===== config.mk =====
export PLATFORM = sky130hd
export DESIGN_NAME = fetch_ctrl_flat
export DESIGN_NICKNAME = d
export VERILOG_FILES = /design/src/rtl/fetch_pkg.sv /design/src/rtl/fetch_if.sv /design/src/rtl/fetch_fifo.sv /design/src/rtl/fetch_ctrl.sv /design/src/flat_wrapper.sv
export SDC_FILE = /design/constraint.sdc
export NUM_CORES = 1
export LEC_CHECK = 0
export BUFFER_PORTS_ARGS = -buffer_cell sky130_fd_sc_hd__buf_2
export CORE_AREA = 2 2 163 165
export CTS_BUF_LIST = sky130_fd_sc_hd__clkbuf_4 sky130_fd_sc_hd__clkbuf_8
export DETAILED_ROUTE_END_ITERATION = 7
export DIE_AREA = 0 0 165 167
export PLACE_DENSITY = 0.81
export SLEW_MARGIN = 30
export SYNTH_ARGS = -nofsm -noshare
export SYNTH_HDL_FRONTEND = slang
export SYNTH_SLANG_ARGS = --single-unit

===== constraint.sdc =====
create_clock -name clk -period 4.6 [get_ports clk]
set_input_delay 0 -clock clk [delete_from_list [all_inputs] [get_ports clk]]
set_output_delay 0 -clock clk [all_outputs]
set_load 0.1 [all_outputs]

===== src/rtl/fetch_pkg.sv =====
// fetch_pkg: shared types and defaults for the instruction-fetch controller
package fetch_pkg;
  localparam int IMEM_WORDS_DEFAULT = 64;
  typedef enum logic {FETCH, END} state_t;
  typedef struct packed {
    logic [31:0] pc;
    logic [31:0] inst;
  } fetch_entry_t;
endpackage


===== src/rtl/fetch_if.sv =====
// fetch_if: instruction-memory, redirect and dispatch signals of the fetch controller
interface fetch_if #(parameter int DEPTH = 4);
  logic [31:0] imem_pc;
  logic [31:0] imem_inst;
  logic redirect_valid;
  logic [31:0] redirect_pc;
  logic out_valid;
  logic out_ready;
  logic [31:0] out_inst;
  logic [31:0] out_pc;
  logic [$clog2(DEPTH):0] q_count;
  logic fetch_done;
  modport master (
    output imem_pc, out_valid, out_inst, out_pc, q_count, fetch_done,
    input imem_inst, redirect_valid, redirect_pc, out_ready
  );
  modport slave (
    input imem_pc, out_valid, out_inst, out_pc, q_count, fetch_done,
    output imem_inst, redirect_valid, redirect_pc, out_ready
  );
endinterface


===== src/rtl/fetch_fifo.sv =====
// fetch_fifo: circular buffer of fetched {pc, inst} entries; clear wins over push
module fetch_fifo import fetch_pkg::*; #(
  parameter int DEPTH = 4,
  localparam int AW = $clog2(DEPTH),
  localparam int CW = AW + 1
) (
  input  logic         clk,
  input  logic         rst,
  input  logic         push,
  input  logic         pop,
  input  logic         clear,
  input  fetch_entry_t din,
  output fetch_entry_t head,
  output logic [CW-1:0] count
);
  fetch_entry_t mem_q [DEPTH];
  fetch_entry_t mem_d [DEPTH];
  logic [AW-1:0] head_q, head_d, tail_q, tail_d;
  logic [CW-1:0] count_q, count_d;
  always_comb begin
    mem_d = mem_q;
    if (push && !clear) mem_d[tail_q] = din;
    head_d = clear ? '0 : pop ? head_q + AW'(1) : head_q;
    tail_d = clear ? '0 : push ? tail_q + AW'(1) : tail_q;
    count_d = clear ? '0 : count_q + CW'(push) - CW'(pop);
  end
  always_ff @(posedge clk) begin
    if (rst) begin
      for (int i = 0; i < DEPTH; i++) mem_q[i] <= '0;
      head_q <= '0;
      tail_q <= '0;
      count_q <= '0;
    end else begin
      mem_q <= mem_d;
      head_q <= head_d;
      tail_q <= tail_d;
      count_q <= count_d;
    end
  end
  assign head = mem_q[head_q];
  assign count = count_q;
endmodule


===== src/rtl/fetch_ctrl.sv =====
// fetch_ctrl: PC sequencing, fetch FSM and redirect handling in front of fetch_fifo
module fetch_ctrl import fetch_pkg::*; #(
  parameter int DEPTH = 4,
  parameter int IMEM_WORDS = IMEM_WORDS_DEFAULT,
  localparam int CW = $clog2(DEPTH) + 1
) (
  input logic clk,
  input logic rst,
  fetch_if.master bus
);
  state_t state_q, state_d;
  logic [31:0] pc_q, pc_d, pc_inc;
  logic push, pop;
  logic [CW-1:0] count;
  fetch_entry_t head, din;
  always_comb begin
    pop = (count != '0) && bus.out_ready;
    push = (state_q == FETCH) && !bus.redirect_valid && ((count < CW'(DEPTH)) || pop);
    pc_inc = pc_q + 32'd1;
    pc_d = bus.redirect_valid ? bus.redirect_pc : push ? pc_inc : pc_q;
    state_d = bus.redirect_valid ? ((bus.redirect_pc < 32'(IMEM_WORDS)) ? FETCH : END)
            : (push && pc_inc >= 32'(IMEM_WORDS)) ? END : state_q;
    din = '{pc: pc_q, inst: bus.imem_inst};
  end
  always_ff @(posedge clk) begin
    if (rst) begin
      state_q <= FETCH;
      pc_q <= '0;
    end else begin
      state_q <= state_d;
      pc_q <= pc_d;
    end
  end
  // a same-cycle pop is irrelevant under redirect: clear empties everything anyway
  fetch_fifo #(.DEPTH(DEPTH)) u_fifo (
    .clk(clk), .rst(rst), .push(push), .pop(pop), .clear(bus.redirect_valid),
    .din(din), .head(head), .count(count)
  );
  assign bus.imem_pc = pc_q;
  assign bus.out_valid = count != '0;
  assign bus.out_inst = head.inst;
  assign bus.out_pc = head.pc;
  assign bus.q_count = count;
  assign bus.fetch_done = (state_q == END) && (count == '0);
endmodule


===== src/flat_wrapper.sv =====
// flat-port wrapper written by rule: the top's interface ports become plain ports
module fetch_ctrl_flat import fetch_pkg::*;
#(
  parameter int DEPTH = 4,
  parameter int IMEM_WORDS = IMEM_WORDS_DEFAULT,
  localparam int CW = $clog2(DEPTH) + 1
)
  (clk, rst, bus_imem_pc, bus_out_valid, bus_out_inst, bus_out_pc, bus_q_count, bus_fetch_done, bus_imem_inst, bus_redirect_valid, bus_redirect_pc, bus_out_ready);
  fetch_if #(.DEPTH(DEPTH)) bus_i ();
  input logic clk;
  input logic rst;
  output wire logic [$bits(bus_i.imem_pc)-1:0] bus_imem_pc;
  output wire logic [$bits(bus_i.out_valid)-1:0] bus_out_valid;
  output wire logic [$bits(bus_i.out_inst)-1:0] bus_out_inst;
  output wire logic [$bits(bus_i.out_pc)-1:0] bus_out_pc;
  output wire logic [$bits(bus_i.q_count)-1:0] bus_q_count;
  output wire logic [$bits(bus_i.fetch_done)-1:0] bus_fetch_done;
  input wire logic [$bits(bus_i.imem_inst)-1:0] bus_imem_inst;
  input wire logic [$bits(bus_i.redirect_valid)-1:0] bus_redirect_valid;
  input wire logic [$bits(bus_i.redirect_pc)-1:0] bus_redirect_pc;
  input wire logic [$bits(bus_i.out_ready)-1:0] bus_out_ready;
  assign bus_imem_pc = bus_i.imem_pc;
  assign bus_out_valid = bus_i.out_valid;
  assign bus_out_inst = bus_i.out_inst;
  assign bus_out_pc = bus_i.out_pc;
  assign bus_q_count = bus_i.q_count;
  assign bus_fetch_done = bus_i.fetch_done;
  assign bus_i.imem_inst = bus_imem_inst;
  assign bus_i.redirect_valid = bus_redirect_valid;
  assign bus_i.redirect_pc = bus_redirect_pc;
  assign bus_i.out_ready = bus_out_ready;
  fetch_ctrl #(.DEPTH(DEPTH), .IMEM_WORDS(IMEM_WORDS)) u_core (.clk(clk), .rst(rst), .bus(bus_i));
endmodule

After elaboration in Yosys (flattened, before gate mapping)
Index checks and enable logic that the tools add are counted.

operators by class
  $add $sub $neg = 5
  $lt $le $gt $ge = 6
  muxes and demuxes = 11
  bitwise logic cells = 3
  reductions and logical operators = 14

operator list
  kind                     count
  $bwmux W256              1
  $mux W64                 3
  $bmux W64 S2             1
  $demux W64 S2            1
  $mux W32                 2
  $add A32 B1 Y32 const B  1
  $ge A32 B7 Y1 const B    1
  $lt A32 B7 Y1 const B    1
  $logic_and A1 B1 Y1      7
  $ge A3 B3 Y1 const B     2
  $not A2 Y3               2
  $add A2 B1 Y2 const B    2
  $reduce_bool A2 Y1       2
  $add A3 B1 Y3            1
  $logic_not A3 Y1         1
  $lt A3 B1 Y1 const B     1
  $lt A3 B3 Y1 const B     1
  $mux W1                  3
  $reduce_bool A3 Y1       1
  $sub A3 B1 Y3            1
  $reduce_or A2 Y1         1
  $logic_not A1 Y1         1
  $logic_or A1 B1 Y1       1
  $not A1 Y1               1

word-level totals
  register bits = 296
  input port bits = 68
  output and inout port bits = 101
  logic and storage cells = 52

Longest topological paths before layout
Gate-level depths: netlist (run 1).

  word-level depth = 7
  gate-level depth with buffers = 12
  mapped depth without buffers = 11

By module
From an unflattened synthesis (run 1), not the netlist that was laid out.

second synthesis, totals
  cell total of the unflattened synthesis = 1334
  area total of the unflattened synthesis = 14521.4 µm²

by module, submodules not included
  module      times used  cells an instance  area an instance (µm²)  seq. area each (µm²)
  fetch_fifo  1           1019               12205.5                 5265.0
  fetch_ctrl  1           315                2316.0                  660.6

Least setup slack after synthesis (run 1)
Ideal clock, no wire load.

  path kind = register to register
  from = reg u_core.u_fifo.count_q[1], in the netlist u_core.u_fifo.count[1]
  to = reg u_core.u_fifo.count_q[2], in the netlist u_core.u_fifo.count[2]
  setup time = 0.122 ns
  data arrival time = 3.318 ns
  data required time = 4.478 ns
  setup slack = 1.160 ns
  stages on the path, launching flop included = 11
  path buffers = 0
  clock period less this slack = 3.440 ns
  cell sequence = dfxtp_1 -> or3_1 -> and2_1 -> ha_1 -> inv_1 -> ha_1 -> inv_1 -> fa_1 -> xor2_1 -> xnor2_1 -> nor2_1

between the ends
  cells in the longest elaborated chain, start to end = 6
  elaborated cells between the ends (all ways) = 7
  those cells by class = 2 x add/sub; 1 x order compare; 4 x reduce/logical

ends and longest elaborated chain
  item                      line                RTL
  start: declaration        fetch_fifo.sv:19    logic [CW-1:0] count_q, count_d;
  start signal: assignment  fetch_fifo.sv:37    count_q <= count_d;
  $reduce_bool A3 Y1 *      n/a
  via bus_out_valid         flat_wrapper.sv:13  output wire logic [$bits(bus_i.out_valid)-1:0] bus_out_valid;
  $logic_and A1 B1 Y1 *     fetch_ctrl.sv:17    pop = (count != '0) && bus.out_ready;
  via u_core.pop            fetch_ctrl.sv:13    logic push, pop;
  $logic_or A1 B1 Y1        fetch_ctrl.sv:18    push = (state_q == FETCH) && !bus.redirect_valid && ((count < CW'(DEPTH)) || pop);
  $logic_and A1 B1 Y1       fetch_ctrl.sv:18
  $add A3 B1 Y3             fetch_fifo.sv:25    count_d = clear ? '0 : count_q + CW'(push) - CW'(pop);
  $sub A3 B1 Y3 *           fetch_fifo.sv:25

The timed path passes the listed nets; every way through them passes the cells marked *.
A chain may end at the register's enable or synchronous reset.

Worst setup path after layout (run 1)
  from = reg u_core.u_fifo.count_q[2], in the netlist u_core.u_fifo.count[2]
  to = reg u_core.u_fifo.mem_q[81] (netlist bit)

between the ends
  cells in the longest elaborated chain, start to end = 5
  elaborated cells between the ends (all ways) = 6
  those cells by class = 1 x order compare; 5 x reduce/logical

ends and longest elaborated chain
  item                                                  line              RTL
  branches (longest 2 deep; another with $lt A3 B3 Y1)  n/a
  $logic_or A1 B1 Y1 *                                  fetch_ctrl.sv:18
  $logic_and A1 B1 Y1 *                                 fetch_ctrl.sv:18
  $logic_and A1 B1 Y1 *                                 fetch_fifo.sv:22  if (push && !clear) mem_d[tail_q] = din;
  end signal: assignment                                fetch_fifo.sv:34  mem_q <= mem_d;
  end: declaration                                      fetch_fifo.sv:16  fetch_entry_t mem_q [DEPTH];

Every way passes the cells marked *.

==> reports/results.tsv, run 1 <==
metric	value	unit
grt_pass1_wl	60800	µm
antenna-diode-count	0	
synth_area	13200	µm²
path_cells	and2b_1, nor3_2, buf_4, and2_2, buf_4, nand2_1, a21oi_1	
finish.utilization	61.3	%
grt_pass1_vias	11900	
worst_setup_path_end_kind	flip-flop	
die_w	165	µm
fin_ws	1.89	ns
avgSynthCellArea	8.28	µm²
dpl_worst_slack	1.99	ns
routedWlPerCell	18.6	µm
met2_usage	45.8	%
grt_max_degree	170	
slowest_delay	0.64	ns
clock_skew	0.0151	ns
holdWs	-0.00343	ns
drv_slew	0	
fmax	0.370	GHz
clk_latency	0.57	ns
maxCapViolations	0	
use_met1	34.9	%
start_util	51.1	%
cp.required	5.08	ns
ir_drop	0.234	mV
ys_warn_count	0	
hold_viol	1	
clockBufferDepth	3	
synth_enable_flop_cells	0	
htreeDepth	2	
fin_crit_sh	58.8	%
wirelength	39200	µm
grt_overflow	0	
outcome	finished, violations left	
coreArea	25800	µm²
critical_path_class	flip-flop to flip-flop	
io_buffers	168	
via_count	12400	
cts_num_sinks	296	
drive_above_1_share	20.2	%
crit_buf_inv	2	
rows	59	
syn_inst	1591	
die_h	167	µm
routabilityCongestion	0.890	
grt-busiest-layer	met2	
cts_tree	done	
rsz0062_at_grt	false	
dr.pass1.iters	7	
drt_iter0_drc	1394	
drc	0	
p_leak	5.65	nW
violations	negative hold slack	
cp.arrival	3.19	ns
dieArea	27600	µm²
grtUsageMet3	3.96	%
cts_made_buffers	48	
io_pins	169	
synth_fp_nets	1667	
worst_slew_pin_slew	0.930	ns
finalSetupTns	0	ns
path_max_fanout	35	
grt.total_usage	27.5	%
crit_slowest_cell	and2_2	
setup_violations	0	
cts_root_buf	clkbuf_8	
start_kind	flip-flop	
seq_area_frac_synth	45.0	%
fin_nets	1817	
yosys_most_used_dff	dfxtp_1	
dp_hpwl	23700	µm
n_fill_cell	2112	
syn_to_final_growth	19.8	%
powerDensity	383	nW/µm²
async_flop_share	0	%
clk_pin_slew	0.06	ns
hold_path_class	primary input to flip-flop	
antenna_found_initial	0	
path_delay_family	simple AND/OR/NAND/NOR gates	
synth_cell_types	62	
path_common_cell	buf_4	
slew_headroom	37.8	%
ys_seq_elements	296	
vias_per_cell	5.89	
period_minus_slack	2.71	ns
postRouteAntennaNets	0	
-- layout make-up --
type	count	area [µm²]	share of cell area [%]
Tap cell	335	419	2.66
Inverter	13	48.8	0.309
Clock inverter	11	193	1.22
Timing Repair Buffer	250	1660	10.5
Multi-Input combinational cell	1132	6580	41.7
Clock buffer	76	940	5.95
Sequential cell	296	5930	37.6
-- registers in the layout, indices dropped and copies added (netlist names) --
| name | flops |
|---|---|
| u_core.u_fifo.count | 3 |
| u_core.u_fifo.head_q | 2 |
| u_core.state_q | 1 |
| u_core.bus.imem_pc | 32 |
| u_core.u_fifo.tail_q | 2 |
| u_core.u_fifo.mem_q | 256 |
-- layout by cell type, fill, tap and decap left out, types with 3 or more instances in the layout --
cell type	count
xnor2_1	11
dlygate4sd3_1	65
a222oi_1	5
o21ai_0	23
and4_1	7
nor4_1	17
xor2_1	4
a31oi_1	3
clkbuf_4	17
inv_1	12
nand3_1	14
clkinv_2	3
clkbuf_8	59
ha_1	7
mux4_2	64
nand4_1	18
buf_2	167
nor3_2	3
dfxtp_1	294
and3_1	7
nor3_1	13
a211o_1	3
bufinv_16	5
o311ai_0	7
nand2_1	533
nand2_2	3
a221oi_1	3
buf_4	15
or3_1	3
a21oi_1	292
a211oi_1	3
nor2_1	37
a22oi_1	9
and2_2	4
-- power breakdown --
part           switching, mW  total (mW)  internal, mW
clock network           1.05        2.63          1.58
registers             0.0830        2.69          2.61
logic                  0.536       0.716         0.180
total                   1.67        6.04          4.37
-- kinds of logic (layout without fill, tap and decap cells) --
group	Yosys count	after routing	share of synthesized area [%]
xor+xnor	15	15	0.997
simple gates	676	676	21.6
mux	65	65	11.0
compound gates	368	368	15.3
fa+ha+maj	8	8	0.817
flops	296	296	45.0
buf+inv	163	350	5.27
-- synth_stat cells, types with 2 or more instances --
library cell	number	area (µm²)
nand2b_1	2	12.5
or3_1	3	18.8
nor4_1	17	106
a211oi_1	3	22.5
and2_1	6	37.5
a32oi_1	2	17.5
a222oi_1	5	50.1
a221oi_1	3	26.3
o21ai_0	23	115
nor3_2	2	20.0
nand2_1	537	2020
xnor2_1	11	96.3
inv_1	12	45.0
o22ai_1	2	12.5
xor2_1	4	35.0
nor2_1	38	143
and4_1	7	61.3
dfxtp_1	296	5930
clkbuf_2	2	10.0
or4_1	2	15.0
a21oi_1	292	1460
nand3_1	14	70.1
o21a_1	2	15.0
nand4_1	18	113
mux4_2	64	1440
o31a_1	2	17.5
a31oi_1	3	18.8
clkbuf_1	89	334
o311ai_0	7	61.3
ha_1	7	87.6
buf_2	46	230
buf_1	8	30.0
a211o_1	3	26.3
a22oi_1	9	67.6
buf_4	4	30.0
nor3_1	14	70.1
and3_1	7	43.8
-- through the flow --
stage          hold slack (ns)  power [mW]  cell area [µm²]  instances
2_1_floorplan            0.136        3.25            13200       1591
3_3_place_gp             0.274        3.40            14000       1960
3_5_place_dp             0.272        3.41            14000       1961
4_1_cts                 0.0104        6.06            15800       2113
5_1_grt                 0.0590        6.22            15800       2113
6_report              -0.00343        6.04            15800       2113
-- layer usage --
| metal | vias up | wire length, µm |
|---|---|---|
| met3 | 125 | 3210 |
| met2 | 653 | 19100 |
| met5 | - | 0 |
| li1 | 5771 | - |
| met4 | 0 | 1720 |
| met1 | 5899 | 15200 |
-- worst paths after layout --
path | startpoint | endpoint | slack (ns) | depth (start not counted)
max | u_core.u_fifo.count[2]$_SDFF_PP0_ | u_core.u_fifo.mem_q[81]$_SDFFE_PP0P_ | 1.89 | 7
min | rst | u_core.bus.imem_pc[0]$_SDFFE_PP0P_ | -0.003 | 2
max reg2reg | u_core.u_fifo.count[2]$_SDFF_PP0_ | u_core.u_fifo.mem_q[81]$_SDFFE_PP0P_ | 1.89 | 7
min reg2reg | u_core.u_fifo.mem_q[165]$_SDFFE_PP0P_ | u_core.u_fifo.mem_q[165]$_SDFFE_PP0P_ | 0.45 | 2
-- timing repair --
item,4_1_cts,5_1_grt
hold buffers,65,0
gates resized for setup,0,0
endpoints found under the hold margin,163,0
setup buffers,0,0
(Power assumes the default switching activity.)
==> run 2, diff against run 1 <==
==> constraint.sdc (replaced) <==
create_clock -name clk -period 2.8 [get_ports clk]
set_input_delay 0 -clock clk [delete_from_list [all_inputs] [get_ports clk]]
set_output_delay 0 -clock clk [all_outputs]
set_load 0.1 [all_outputs]
==> reports/results.tsv, run 2 (synthesis gave the netlist of run 1 again) <==
metric	value	unit
outcome	finished, violations left	
violations	design-rule violations	
dr.pass1.iters	8	
start_kind	flip-flop	
grt_max_degree	98	
use_met1	35.6	%
drc	1	
die_h	167	µm
met2_usage	48.0	%
ir_drop	0.444	mV
largest-register	u_core.u_fifo.mem_q	
drt_iter0_drc	1460	
final_cell_mix	nand2_1, a21oi_1, dfxtp_1	
cts_root_buf	clkbuf_8	
coreArea	25800	µm²
rows	59	
swShare	28.1	%
clock_skew	0.0181	ns
clk_pin_slew	0.06	ns
period_minus_slack	2.65	ns
cts_tree	done	
drive_above_1_share	21.7	%
clockBufferDepth	3	
grt_overflow	0	
setup_violations	0	
start_util	51.1	%
wirelength	40200	µm
io_buffers	168	
powerDensity	613	nW/µm²
p_int	7.09	mW
p_leak	5.83	nW
dieArea	27600	µm²
n_fill_cell	2081	
cp.arrival	3.15	ns
io_pins	169	
routedWlPerCell	18.6	µm
comb_power_share	12.7	%
hold_viol	0	
htreeDepth	2	
fmax	0.378	GHz
power_frac_seq	44.6	%
register_area	5940	µm²
cts_made_buffers	49	
via_count	12600	
hold_depth	2	
layout_commonest_cell	nand2_1	
cp.required	3.31	ns
fin_crit_sh	94.5	%
dp_hpwl	25300	µm
drv_slew	0	
largest_register_ffs	256	
worst-r2r-cell-count	7	
rsz0062_at_grt	false	
p_clk_share	42.7	%
vias_per_cell	5.86	
antenna_found_initial	2	
hold_path_class	primary input to flip-flop	
worst_slew_pin_slew	0.768	ns
cts_num_sinks	296	
path_max_fanout	11	
grt_pass1_vias	12300	
slew_headroom	48.8	%
switchingPower	2.77	mW
grt_pass1_wl	63000	µm
grt.total_usage	28.4	%
clk_latency	0.57	ns
holdWs	0.0348	ns
routabilityCongestion	0.969	
fin_ws	0.155	ns
maxCapViolations	0	
finalSetupTns	0	ns
grt-busiest-layer	met2	
grtUsageMet3	5.33	%
dpl_worst_slack	0.423	ns
critical_path_class	flip-flop to flip-flop	
postRouteAntennaNets	0	
worst_setup_path_end_kind	flip-flop	
die_w	165	µm
multi_input_area	6590	µm²
syn_to_final_growth	22.1	%
fin_nets	1855	
-- run 2: cell types whose count changed in the layout (fill, tap and decap cells not counted), sizes merged, moves of 2 or more --
cell / previous run / this run
dlygate4sd3: 65 / 75
diode: 0 / 2
bufinv: 5 / 2
buf: 184 / 211
clkbuf: 77 / 81
-- run 2: per-layer routing --
| layer | vias to the layer above | part of all wire (%) |
|---|---|---|
| li1 | 5850 | - |
| met1 | 6030 | 39 |
| met2 | 656 | 49 |
| met3 | 94 | 8.6 |
| met4 | 0 | 3.1 |
| met5 | - | 0 |
-- run 2: power by group through the flow --
stage	logic (mW)	registers, mW	clock network, mW
global placement	1.13	4.47	0
detailed placement	1.15	4.48	0
global route	1.31	4.40	4.46
finish	1.25	4.39	4.21
floorplan	0.709	4.63	0
CTS	1.24	4.39	4.24
-- run 2: path summary, 6_finish.rpt --
check                                                        endpoint  slack (ns)                                   from
worst max-delay path              u_core.bus.imem_pc[26]$_SDFFE_PP0P_        0.15     u_core.bus.imem_pc[0]$_SDFFE_PP0P_
worst min-delay path            u_core.u_fifo.mem_q[221]$_SDFFE_PP0P_        0.03                                    rst
worst max register to register    u_core.bus.imem_pc[26]$_SDFFE_PP0P_        0.15     u_core.bus.imem_pc[0]$_SDFFE_PP0P_
worst min register to register  u_core.u_fifo.mem_q[177]$_SDFFE_PP0P_        0.45  u_core.u_fifo.mem_q[177]$_SDFFE_PP0P_
-- run 2: repair_timing --
item / CTS / global route
setup endpoints to repair: 0 / 1
buffers inserted: 0 / 0
endpoints found under the hold margin: 163 / 0
hold buffers: 75 / 0
resized for setup: 0 / 2
-- run 2: layout make-up --
class	count	share of cell area, %
Antenna cell	2	0.0311
Clock buffer	80	6.30
Clock inverter	9	0.661
Inverter	13	0.303
Multi-Input combinational cell	1132	40.9
Sequential cell	296	36.9
Tap cell	335	2.61
Timing Repair Buffer	287	12.2
-- run 2: per-stage QoR --
stage	total power [mW]	utilization, %	area, µm²	cells
after floorplan	5.34	-	13200	1591
after global placement	5.61	55.1	14200	1988
after detailed placement	5.63	55.1	14200	1988
after CTS	9.87	62.4	16100	2152
after global routing	10.2	62.4	16100	2154
final	9.86	62.4	16100	2154
-- run 2: worst max-delay path, cell delays in order (launching register included) --
cell           delay (ns)
dfxtp_2              0.44
ha_1                 0.29
nand3_4              0.19
or4_4                0.61
nor3_1               0.24
a22oi_1              0.10
dlygate4sd3_1        0.57
a21oi_1              0.13
==> run 3, diff against run 2 <==
--- a/config.mk
+++ b/config.mk
@@ -6,11 +6,14 @@
 export NUM_CORES = 1
 export LEC_CHECK = 0
 export BUFFER_PORTS_ARGS = -buffer_cell sky130_fd_sc_hd__buf_2
-export CORE_AREA = 2 2 163 165
+export CELL_PAD_IN_SITES_DETAIL_PLACEMENT = 1
+export CELL_PAD_IN_SITES_GLOBAL_PLACEMENT = 1
+export CORE_AREA = 2 2 175 177
 export CTS_BUF_LIST = sky130_fd_sc_hd__clkbuf_4 sky130_fd_sc_hd__clkbuf_8
 export DETAILED_ROUTE_END_ITERATION = 7
-export DIE_AREA = 0 0 165 167
-export PLACE_DENSITY = 0.81
+export DIE_AREA = 0 0 177 179
+export GPL_ROUTABILITY_DRIVEN = 0
+export PLACE_DENSITY = 0.9
 export SLEW_MARGIN = 30
 export SYNTH_ARGS = -nofsm -noshare
 export SYNTH_HDL_FRONTEND = slang
==> reports/results.tsv, run 3 (synthesis gave the netlist of run 1 again) <==
metric	value	unit
cts_num_sinks	296	
post-cts-setup-buffers	0	
dieArea	31700	µm²
syn_to_final_growth	22.8	%
route.met2.wl	25600	µm
slew_headroom	49.5	%
htreeDepth	2	
path_common_cell	nor2_1	
io_pins	169	
period_minus_slack	2.72	ns
cts_root_buf	clkbuf_8	
routedWlPerCell	23.7	µm
grt_max_degree	94	
largest_register_ffs	256	
path_max_fanout	21	
path_cells	and2b_1, nor3_2, buf_6, nor2_1, buf_4, a221oi_1, dlygate4sd3_1, nor2_1	
dr.pass1.iters	6	
cp.arrival	3.19	ns
worst_slew_pin_slew	0.751	ns
drc	0	
postRouteAntennaNets	0	
dp_hpwl	29400	µm
outcome	finished, final reports clean	
dr_wl_met3	3860	µm
holdWs	0.0525	ns
wl_met1	19300	µm
fin_nets	1852	
wirelength	52400	µm
finish.utilization	53.9	%
clock_skew	0.0493	ns
antenna_found_initial	4	
clk_latency	0.59	ns
powerDensity	613	nW/µm²
die_w	177	µm
path_delay_family	buffers and inverters	
cts_made_buffers	50	
drt_iter0_drc	1365	
placed_cell_area	14300	µm²
largest-register	u_core.u_fifo.mem_q	
rows	64	
post-place-cells	2048	
drive_above_1_share	22.4	%
slowest_delay	0.60	ns
die_h	179	µm
ir_drop	0.316	mV
crit_buf_inv	3	
io_buffers	168	
crit_slowest_cell	dlygate4sd3_1	
clockBufferDepth	3	
grt_pass1_wl	80500	µm
highest_layer	met5	
p_leak	5.80	nW
grt_overflow	0	
vias_per_cell	6.12	
fin_crit_sh	97.0	%
cts_tree	done	
layout_commonest_cell	nand2_1	
grt_pass1_vias	14500	
start_util	43.9	%
worst_setup_path_end_kind	flip-flop	
clk_pin_slew	0.06	ns
maxCapViolations	0	
via_count	13500	
hold_path_class	primary input to flip-flop	
cp.required	3.28	ns
fmax	0.368	GHz
final_area	16200	µm²
setup_violations	0	
hold_viol	0	
coreArea	30000	µm²
final_cell_mix	nand2_1, a21oi_1, dfxtp_1	
drv_slew	0	
start_kind	flip-flop	
n_fill_cell	3589	
critical_path_class	flip-flop to flip-flop	
finalNonFillerCells	2211	
grt.total_usage	32.6	%
[run 3: changes by cell type in the layout (fill, tap and decap cells not counted), moves of 2 or more]
cell           delta
dfxtp_1           -9
dfxtp_2           +9
buf_4             -8
dlygate4sd3_1     -3
clkbuf_4          +4
clkinv_2          +2
nor3_2            +2
clkbuf_8          -3
buf_12            +6
[run 3: what timing repair did]
item / CTS / global route
resized for setup: 0 / 16
setup endpoints to repair: 0 / 5
hold buffers: 72 / 0
hold endpoints to repair: 163 / 0
[run 3: through the flow]
step / TNS (ns) / power (mW) / worst slack [ns]
6_report: 0 / 9.91 / 0.0828
5_1_grt: -0.00236 / 10.2 / -0.00236
4_1_cts: 0 / 9.82 / 0.0400
3_5_place_dp: 0 / 5.66 / 0.450
3_3_place_gp: 0 / 5.63 / 0.487
2_1_floorplan: 0 / 5.34 / 0.0268
[run 3: where the power goes]
| part | internal [mW] | switching [mW] |
|---|---|---|
| Combinational | 0.330 | 0.976 |
| Sequential | 4.29 | 0.125 |
| Clock | 2.35 | 1.84 |
| Total | 6.97 | 2.94 |
[run 3: worst paths after layout]
kind                                                 to  slack [ns]                                   from  cells past startpoint
setup reg to reg     u_core.bus.imem_pc[0]$_SDFFE_PP0P_        0.08      u_core.u_fifo.count[2]$_SDFF_PP0_                      8
setup / recovery     u_core.bus.imem_pc[0]$_SDFFE_PP0P_        0.08      u_core.u_fifo.count[2]$_SDFF_PP0_                      8
hold / removal    u_core.u_fifo.mem_q[157]$_SDFFE_PP0P_        0.05                                    rst                      2
hold reg to reg   u_core.u_fifo.mem_q[150]$_SDFFE_PP0P_        0.45  u_core.u_fifo.mem_q[150]$_SDFFE_PP0P_                      2
[run 3: cell type report]
| type | instances | area [µm²] | area share, % |
|---|---|---|---|
| timing repair buffer | 283 | 2010 | 12.4 |
| antenna | 2 | 5.00 | 0.0309 |
| sequential | 296 | 5950 | 36.8 |
| clock inverter | 8 | 67.6 | 0.418 |
| multi-input combinational | 1132 | 6600 | 40.8 |
| clock buffer | 81 | 1000 | 6.20 |
| inverter | 13 | 48.8 | 0.302 |
| tap | 396 | 495 | 3.06 |
[run 3: per-layer routing]
| layer | GRT usage [%] | up-vias |
|---|---|---|
| li1 | - | 5847 |
| met5 | 0 | - |
| met1 | 36.7 | 6635 |
| met3 | 7.40 | 278 |
| met4 | 23.0 | 2 |
| met2 | 54.8 | 766 |
